### config.mk
export PLATFORM = sky130hd
export DESIGN_NAME = div_control_unit_flat
export DESIGN_NICKNAME = d
export VERILOG_FILES = /design/src/rtl/div_control_unit_pkg.sv /design/src/rtl/div_control_unit_if.sv /design/src/rtl/div_control_unit_datapath.sv /design/src/rtl/div_control_unit.sv /design/src/flat_wrapper.sv
export SDC_FILE = /design/constraint.sdc
export NUM_CORES = 1
export LEC_CHECK = 0
export ABC_AREA = 1
export BUFFER_PORTS_ARGS = -buffer_cell sky130_fd_sc_hd__buf_4
export CAP_MARGIN = 20
export CORE_MARGIN = 4
export CORE_UTILIZATION = 50
export DETAILED_ROUTE_END_ITERATION = 10
export GPL_TIMING_DRIVEN = 0
export HOLD_SLACK_MARGIN = 0.12
export PLACE_DENSITY = 0.75
export SETUP_SLACK_MARGIN = 0.4
export SYNTH_ARGS = -nofsm -noshare
export SYNTH_HDL_FRONTEND = slang
export SYNTH_HIERARCHICAL = 1
export SYNTH_SLANG_ARGS = --single-unit
### constraint.sdc
create_clock -name clk -period 5.6 [get_ports clk]
set_input_delay 0.56 -clock clk [delete_from_list [all_inputs] [get_ports clk]]
set_output_delay 0.56 -clock clk [all_outputs]
set_load 0.01 [all_outputs]
### src/rtl/div_control_unit_pkg.sv
// Shared definitions for the restoring divider: default width and the one-hot controller encoding.
package div_control_unit_pkg;

  localparam int DIV_WIDTH = 8;

  localparam int IDX_IDLE  = 0;
  localparam int IDX_LOAD  = 1;
  localparam int IDX_SHIFT = 2;
  localparam int IDX_SUB   = 3;
  localparam int IDX_DONE  = 4;

  typedef enum logic [4:0] {
    S_IDLE  = 5'b00001,
    S_LOAD  = 5'b00010,
    S_SHIFT = 5'b00100,
    S_SUB   = 5'b01000,
    S_DONE  = 5'b10000
  } div_state_e;

endpackage

### src/rtl/div_control_unit_if.sv
// Request/result bundle between the ALU (master) and the divider (slave).
interface div_control_unit_if
  import div_control_unit_pkg::*;
#(
  parameter int WIDTH = DIV_WIDTH
);

  logic             start;
  logic [WIDTH-1:0] dividend;
  logic [WIDTH-1:0] divisor;
  logic             busy;
  logic             done;
  logic [WIDTH-1:0] quotient;
  logic [WIDTH-1:0] remainder;
  logic             div_by_zero;

  modport master (
    output start, dividend, divisor,
    input  busy, done, quotient, remainder, div_by_zero
  );

  modport slave (
    input  start, dividend, divisor,
    output busy, done, quotient, remainder, div_by_zero
  );

endinterface

### src/rtl/div_control_unit_datapath.sv
// Shift/subtract datapath: partial remainder A, quotient/dividend Q, divisor M and iteration counter.
module div_control_unit_datapath
  import div_control_unit_pkg::*;
#(
  parameter int WIDTH = DIV_WIDTH
) (
  input  logic             clk,
  input  logic             rst_n,
  input  logic             load_i,
  input  logic             shift_i,
  input  logic             sub_commit_i,
  input  logic [WIDTH-1:0] dividend_i,
  input  logic [WIDTH-1:0] divisor_i,
  output logic             count_zero_o,
  output logic             div_zero_o,
  output logic             borrow_o,
  output logic [WIDTH-1:0] q_o,
  output logic [WIDTH-1:0] a_sub_o
);

  localparam int CW = $clog2(WIDTH + 1);

  logic [WIDTH-1:0] a_q, a_d;
  logic [WIDTH-1:0] q_q, q_d;
  logic [WIDTH-1:0] m_q, m_d;
  logic [CW-1:0]    cnt_q, cnt_d;
  logic [WIDTH:0]   diff;

  // The extra top bit of the difference is the borrow that decides subtract vs restore.
  assign diff         = {1'b0, a_q} - {1'b0, m_q};
  assign borrow_o     = diff[WIDTH];
  assign a_sub_o      = borrow_o ? a_q : diff[WIDTH-1:0];
  assign count_zero_o = (cnt_q == '0);
  assign div_zero_o   = (m_q == '0);
  assign q_o          = q_q;

  always_comb begin
    // NOTE: every next-state value gets a hold default first, so no path leaves it unassigned and no latch is inferred.
    a_d   = a_q;
    q_d   = q_q;
    m_d   = m_q;
    cnt_d = cnt_q;
    if (load_i) begin
      a_d   = '0;
      q_d   = dividend_i;
      m_d   = divisor_i;
      cnt_d = CW'(WIDTH);
    end else if (shift_i) begin
      {a_d, q_d} = {a_q, q_q} << 1;
      cnt_d      = cnt_q - CW'(1);
    end else if (sub_commit_i) begin
      a_d = a_sub_o;
      q_d = {q_q[WIDTH-1:1], ~borrow_o};
    end
  end

  // NOTE: sequential state uses non-blocking assignments so all registers update from the same pre-edge values.
  always_ff @(posedge clk or negedge rst_n) begin
    if (!rst_n) begin
      a_q   <= '0;
      q_q   <= '0;
      m_q   <= '0;
      cnt_q <= '0;
    end else begin
      a_q   <= a_d;
      q_q   <= q_d;
      m_q   <= m_d;
      cnt_q <= cnt_d;
    end
  end

endmodule

### src/rtl/div_control_unit.sv
// Multi-cycle restoring divider: one-hot controller plus result registers around the shift/subtract datapath.
module div_control_unit
  import div_control_unit_pkg::*;
#(
  parameter int WIDTH = DIV_WIDTH
) (
  input  logic               clk,
  input  logic               rst_n,
  div_control_unit_if.slave  bus
);

  div_state_e       state_q;
  logic [WIDTH-1:0] quot_q;
  logic [WIDTH-1:0] rem_q;
  logic             dbz_q;

  logic             load, shift, sub_commit;
  logic             count_zero, div_zero, borrow;
  logic [WIDTH-1:0] dp_q, dp_a_sub;

  assign load       = state_q[IDX_IDLE] & bus.start;
  assign shift      = state_q[IDX_SHIFT];
  assign sub_commit = state_q[IDX_SUB];

  div_control_unit_datapath #(.WIDTH(WIDTH)) u_datapath (
    .clk          (clk),
    .rst_n        (rst_n),
    .load_i       (load),
    .shift_i      (shift),
    .sub_commit_i (sub_commit),
    .dividend_i   (bus.dividend),
    .divisor_i    (bus.divisor),
    .count_zero_o (count_zero),
    .div_zero_o   (div_zero),
    .borrow_o     (borrow),
    .q_o          (dp_q),
    .a_sub_o      (dp_a_sub)
  );

  always_ff @(posedge clk or negedge rst_n) begin
    if (!rst_n) begin
      state_q <= S_IDLE;
      quot_q  <= '0;
      rem_q   <= '0;
      dbz_q   <= 1'b0;
    end else begin
      case (state_q)
        S_IDLE: if (bus.start) state_q <= S_LOAD;
        S_LOAD: begin
          if (div_zero) begin
            state_q <= S_DONE;
            quot_q  <= '1;
            rem_q   <= dp_q;
            dbz_q   <= 1'b1;
          end else begin
            state_q <= S_SHIFT;
            dbz_q   <= 1'b0;
          end
        end
        S_SHIFT: state_q <= S_SUB;
        S_SUB: begin
          if (count_zero) begin
            state_q <= S_DONE;
            quot_q  <= {dp_q[WIDTH-1:1], ~borrow};
            rem_q   <= dp_a_sub;
          end else begin
            state_q <= S_SHIFT;
          end
        end
        S_DONE:  state_q <= S_IDLE;
        default: state_q <= S_IDLE;
      endcase
    end
  end

  assign bus.busy        = state_q[IDX_LOAD] | state_q[IDX_SHIFT] | state_q[IDX_SUB];
  assign bus.done        = state_q[IDX_DONE];
  assign bus.quotient    = quot_q;
  assign bus.remainder   = rem_q;
  assign bus.div_by_zero = dbz_q;

endmodule

### src/flat_wrapper.sv
// flat-port wrapper written by rule: the top's interface ports become plain ports
module div_control_unit_flat import div_control_unit_pkg::*;
#(
  parameter int WIDTH = DIV_WIDTH
)
  (clk, rst_n, bus_start, bus_dividend, bus_divisor, bus_busy, bus_done, bus_quotient, bus_remainder, bus_div_by_zero);
  div_control_unit_if #(.WIDTH(WIDTH)) bus_i ();
  input  logic clk;
  input  logic rst_n;
  input wire logic [$bits(bus_i.start)-1:0] bus_start;
  input wire logic [$bits(bus_i.dividend)-1:0] bus_dividend;
  input wire logic [$bits(bus_i.divisor)-1:0] bus_divisor;
  output wire logic [$bits(bus_i.busy)-1:0] bus_busy;
  output wire logic [$bits(bus_i.done)-1:0] bus_done;
  output wire logic [$bits(bus_i.quotient)-1:0] bus_quotient;
  output wire logic [$bits(bus_i.remainder)-1:0] bus_remainder;
  output wire logic [$bits(bus_i.div_by_zero)-1:0] bus_div_by_zero;
  assign bus_i.start = bus_start;
  assign bus_i.dividend = bus_dividend;
  assign bus_i.divisor = bus_divisor;
  assign bus_busy = bus_i.busy;
  assign bus_done = bus_i.done;
  assign bus_quotient = bus_i.quotient;
  assign bus_remainder = bus_i.remainder;
  assign bus_div_by_zero = bus_i.div_by_zero;
  div_control_unit #(.WIDTH(WIDTH)) u_core (.clk(clk), .rst_n(rst_n), .bus(bus_i));
endmodule
### After elaboration in Yosys (flattened, before gate mapping)

Index checks and enable logic that the tools add are counted.

* word-level logic and storage cells: 48
* bits in registers: 50
* output and inout port bits: 19
* bits of input ports: 19

* mux-type cells: 20
* bitwise gates (word level): 4
* eq/ne operators: 7
* $add $sub $neg: 2
* reduce and logical (&&, ||, !) cells: 6

Operators by type and width (count)
* two-way mux 8 bit: 10
* case mux 8 bit (2 select lines): 2
* case mux 5 bit (4 select lines): 1
* two-way mux 5 bit: 3
* subtractor 8 x 8 -> 9 bit: 1
* zero test 8 bit: 1
* two-way mux 4 bit: 2
* equality test 5 x 1 -> 1 bit (second input constant): 1
* equality test 5 x 2 -> 1 bit (second input constant): 1
* equality test 5 x 3 -> 1 bit (second input constant): 1
* equality test 5 x 4 -> 1 bit (second input constant): 1
* zero test 4 bit: 1
* != test 2 x 1 -> 1 bit (second input constant): 2
* nonzero test 2 bit: 2
* subtractor 4 x 1 -> 4 bit (second input constant): 1
* AND reduction 3 bit: 1
* nonzero test 3 bit: 1
* two-way mux 1 bit: 2
* != test 2 bit (second input constant): 1
* bitwise OR 1 bit: 2
* bitwise AND 1 bit: 1
* inverter 1 bit: 1

### Longest topological paths before layout

* depth after elaboration: 5
* gate-level depth with buffers: 15
* mapped depth without buffers: 15

### By module

Netlist, hierarchy kept.

Modules (own cells, without submodules)
* div_control_unit_datapath: times used 1, area an instance 1884.3 um^2, cells an instance 248, seq. area each 700.7 um^2
* div_control_unit: times used 1, area an instance 1171.1 um^2, cells an instance 149, seq. area each 551.8 um^2

### Least setup slack after synthesis

OpenSTA, ideal clock, no wires.

* path kind: flip-flop to flip-flop
* start: register u_core.u_datapath.a_q[0]
* end: register u_core.rem_q[6] (netlist: u_core/bus.remainder[6])
* library setup time: 0.065 ns
* cell stages (with the launch flop): 16
* data arrival time: 1.836 ns
* clock period less this slack: 1.901 ns
* setup slack: 3.699 ns
* path buffers: 0
* required time: 5.535 ns
* cell sequence: dfrtp_1 inv_1 ha_1 inv_1 fa_1 nand2_1 nand2_1 nand3_4 nand2_8 inv_6 nand2_2 nand2_1 nand4_1 nand2_1 nand2_1 nand2_1

* cells in the longest elaborated chain, start to end: 4

RTL lines
* start: declaration: line div_control_unit_datapath.sv:23 `logic [WIDTH-1:0] a_q, a_d;`
* start signal: assignment: line div_control_unit_datapath.sv:60 `a_q <= '0;`
* start signal: assignment: line div_control_unit_datapath.sv:65 `a_q <= a_d;`
* subtractor 8 x 8 -> 9 bit: line div_control_unit_datapath.sv:30 `assign diff = {1'b0, a_q} - {1'b0, m_q};`
* named net u_core.borrow: line div_control_unit.sv:18 `logic count_zero, div_zero, borrow;`
* two-way mux 8 bit: line div_control_unit_datapath.sv:32 `assign a_sub_o = borrow_o ? a_q : diff[WIDTH-1:0];`
* named net u_core.dp_a_sub[6]: line div_control_unit.sv:19 `logic [WIDTH-1:0] dp_q, dp_a_sub;`
* two-way mux 8 bit: line div_control_unit.sv:62 `if (count_zero) begin`
* case mux 8 bit (2 select lines): line div_control_unit.sv:47 `case (state_q)`
* end signal: assignment: line div_control_unit.sv:53 `rem_q <= dp_q;`
* end signal: assignment: line div_control_unit.sv:65 `rem_q <= dp_a_sub;`
* end: declaration: line div_control_unit.sv:14 `logic [WIDTH-1:0] rem_q;`

The timed path passes the listed nets, and every way through them passes these cells. The select of a mux whose other input is x is not followed.
A chain may end at the register's enable or synchronous reset.

### Worst setup path in the final report

* start: register u_core.u_datapath.a_q[0]
* end: register u_core.rem_q[4] (netlist: u_core/bus.remainder[4])

Same word-level chain as after synthesis.

==> metrics.cfg <==
[yosys]
synthDistinctLibCells = 37
postSynthCellCount = 397
ys_ff_latch = 50
synth_area_um2 = 3055
syn_nets = 428
ys_seq_area_share_pct = 40.99
avgSynthCellArea_um2 = 7.696
yosys_warnings = 6

[clock_tree]
cts_hold_buffers = 0
insertion_delay_ns = 0.31
cts-root-buf = clkbuf_8
cts_resized = 0
cts_setup_buffers = 0
clk_pin_slew_ns = 0.10
cts_made_buffers = 5
htreeDepth = 2
clock_tree.buffer_depth = 2
cts_sinks = 50
cts_tree = yes

[place]
place_hpwl_mm = 5.149
portBuffers = 37
pre_cts_ws_ns = 3.440
globalplace.congestion = 0.8064

[hold_path]
min_path_type = in -> async

[sta]
slew_headroom_pct = 55.89
finClkSkew_ns = 0.004926
worstMarginPinSlew_ns = 0.6616
slew_violations = 0
fin_crit_sh_pct = 39.09
setup-tns-final_ns = 0
setup_viol = 0
grt_setup_unrepaired = false
fmax_ghz = 0.4569
hold_viol = 0
fin_crit_ns = 2.189
fin_ws_ns = 3.411

[layout]
seqCellArea_um2 = 1252
drive_gt1_share_pct = 19.91
multiInputGateArea_um2 = 1546
area_delta_synth_final_pct = 15.97
finalNetCount = 472
final_util_pct = 59.85
insertedDiodeCount = 0
n_fill_cell = 550

[die]
dieHeight_um = 86.17
dieArea_um2 = 7425
rows = 28
pin_count = 38
die_x_um = 86.17
coreArea_um2 = 5921
initial_core_util_pct = 51.61

[setup_path]
critPathArrivalTime_ns = 2.45
reg2reg_slack_ns = 3.41
cp.required_ns = 5.86
crit_fanout = 10
crit_type = reg -> reg
reg2reg_depth = 15
critPathLaunchType = flop
end_kind = flop

[detailed_routing]
vias_per_cell = 5.112
wl_per_cell_um = 13.06
drt-initial-drc-count = 168
via_count = 2643
first_pass_iters = 4
wirelength_mm = 6.751
drc = 0
detail-route-antenna-nets = 0

[global_route]
grt_first_pass_wirelength_mm = 11.33
grt-ovfl-total = 0
grt_max_degree = 51
track_usage_pct = 19.31
grt_pass1_vias = 2458
antenna_found_initial = 0

[power_and_ir_drop]
max-vdd-ir-drop_mv = 0.2052
p_per_area_nw_per_um2 = 533.0
power_uw = 1889
power_leakage_uw = 0.001924

[outcome]
status = complete, no violations

[run]
drv_cap = 0

-- logic make-up after synthesis --
kind of cell / synth area share (%)
AND/OR/NAND/NOR: 39.19
buffers and inverters: 8.395
flip-flops: 40.99
AO/OA/AOI/OAI: 5.692
adder cells (fa/ha/maj): 5.160
XOR/XNOR: 0.5734
-- registers in the layout (all words and copies together), names as in the netlist --
register and count:
u_core/bus.quotient 8, u_core/u_datapath/q_o 8, u_core/bus.div_by_zero 1, u_core/bus.remainder 8
u_core/u_datapath/a_q 8, u_core/state_q 5, u_core/u_datapath/cnt_q 4, u_core/u_datapath/m_q 8
-- layout make-up --
type                            count  share of cell area, %
Tap cell                           75                  2.648
Multi-Input combinational cell    288                  43.64
Clock buffer                        5                  1.942
Timing Repair Buffer               37                  7.839
Buffer                             10                  1.836
Sequential cell                    50                  35.35
Clock inverter                      3                  1.342
Inverter                           49                  5.403
-- final timing paths --
path	end	start
max	u_core/bus.remainder[4]	u_core/u_datapath/a_q[0]
max reg2reg	u_core/bus.remainder[4]	u_core/u_datapath/a_q[0]
min in group clk	u_core/u_datapath/m_q[2]	bus_divisor[2]
max in group asynchronous	u_core/u_datapath/cnt_q[2]	rst_n
min reg2reg	u_core/bus.div_by_zero	u_core/bus.div_by_zero
min	u_core/bus.remainder[1]	rst_n
-- layout by cell type (no fill, tap or decap), types with 2 or more instances in the layout --
| master | count |
|---|---|
| nor2_2 | 5 |
| nand2_4 | 2 |
| nor2_8 | 4 |
| clkbuf_1 | 2 |
| a21oi_1 | 8 |
| buf_2 | 4 |
| inv_2 | 5 |
| nand3b_1 | 2 |
| nand4_4 | 2 |
| nand2_1 | 145 |
| buf_4 | 40 |
| clkbuf_8 | 5 |
| nand3_1 | 43 |
| inv_6 | 3 |
| dfrtp_1 | 49 |
| o22ai_1 | 2 |
| o21ai_1 | 2 |
| inv_1 | 42 |
| nand3_4 | 2 |
| o21ai_0 | 12 |
| ha_1 | 11 |
| xor2_1 | 2 |
| nand4_1 | 10 |
| nand2_2 | 8 |
| nor2_1 | 18 |
-- synth_stat cells (all sizes together) --
cell type | number | area (µm²)
xor2 | 2 | 17.52
o21ai | 15 | 78.83
buf | 8 | 57.55
nand2 | 156 | 636.9
a21o | 1 | 7.510
o21bai | 1 | 11.26
inv | 49 | 191.4
clkbuf | 2 | 7.510
nor3 | 1 | 5.000
nor4 | 1 | 6.260
o211ai | 1 | 7.510
ha | 11 | 137.6
dfstp | 1 | 26.28
nor2 | 27 | 178.9
nand3b | 2 | 15.01
nand3 | 45 | 250.2
nand4 | 12 | 105.1
fa | 1 | 20.02
dfrtp | 49 | 1226
a21oi | 9 | 48.80
a22oi | 1 | 7.510
o22ai | 2 | 12.51
-- worst max-delay path: stages (launching register included) --
cell     delay (ns)
dfrtp_1        0.41
inv_1          0.11
ha_1           0.15
inv_1          0.05
fa_1           0.39
nand2_1        0.08
nand2_1        0.13
nand3_4        0.16
nand2_8        0.10
inv_6          0.10
nand2_2        0.05
nand2_1        0.09
nand4_1        0.10
nand2_1        0.09
nand2_1        0.06
nand2_1        0.06
-- routing by layer --
layer  part of all wire (%)  track usage, %  vias up
met5                      0               0        -
met4                    1.3           5.807        0
met3                    3.7           3.042        7
met2                     49           32.38       48
met1                     46           25.87     1232
li1                       -               -     1356
-- stage by stage --
| step | hold slack (ns) | cells | cell area, µm² |
|---|---|---|---|
| after floorplan | 0.2644 | 397 | 3055 |
| after global placement | 0.4615 | 509 | 3427 |
| after detailed placement | 0.4743 | 509 | 3427 |
| after CTS | 0.2881 | 517 | 3543 |
| after global routing | 0.3164 | 517 | 3543 |
| final | 0.2667 | 517 | 3543 |
-- report_power, final --
part	switching (µW)	total, µW	internal (µW)
Combinational	640	1020	385
Clock	133	269	136
Sequential	107	595	488
Power figures use the tool's default switching activity.
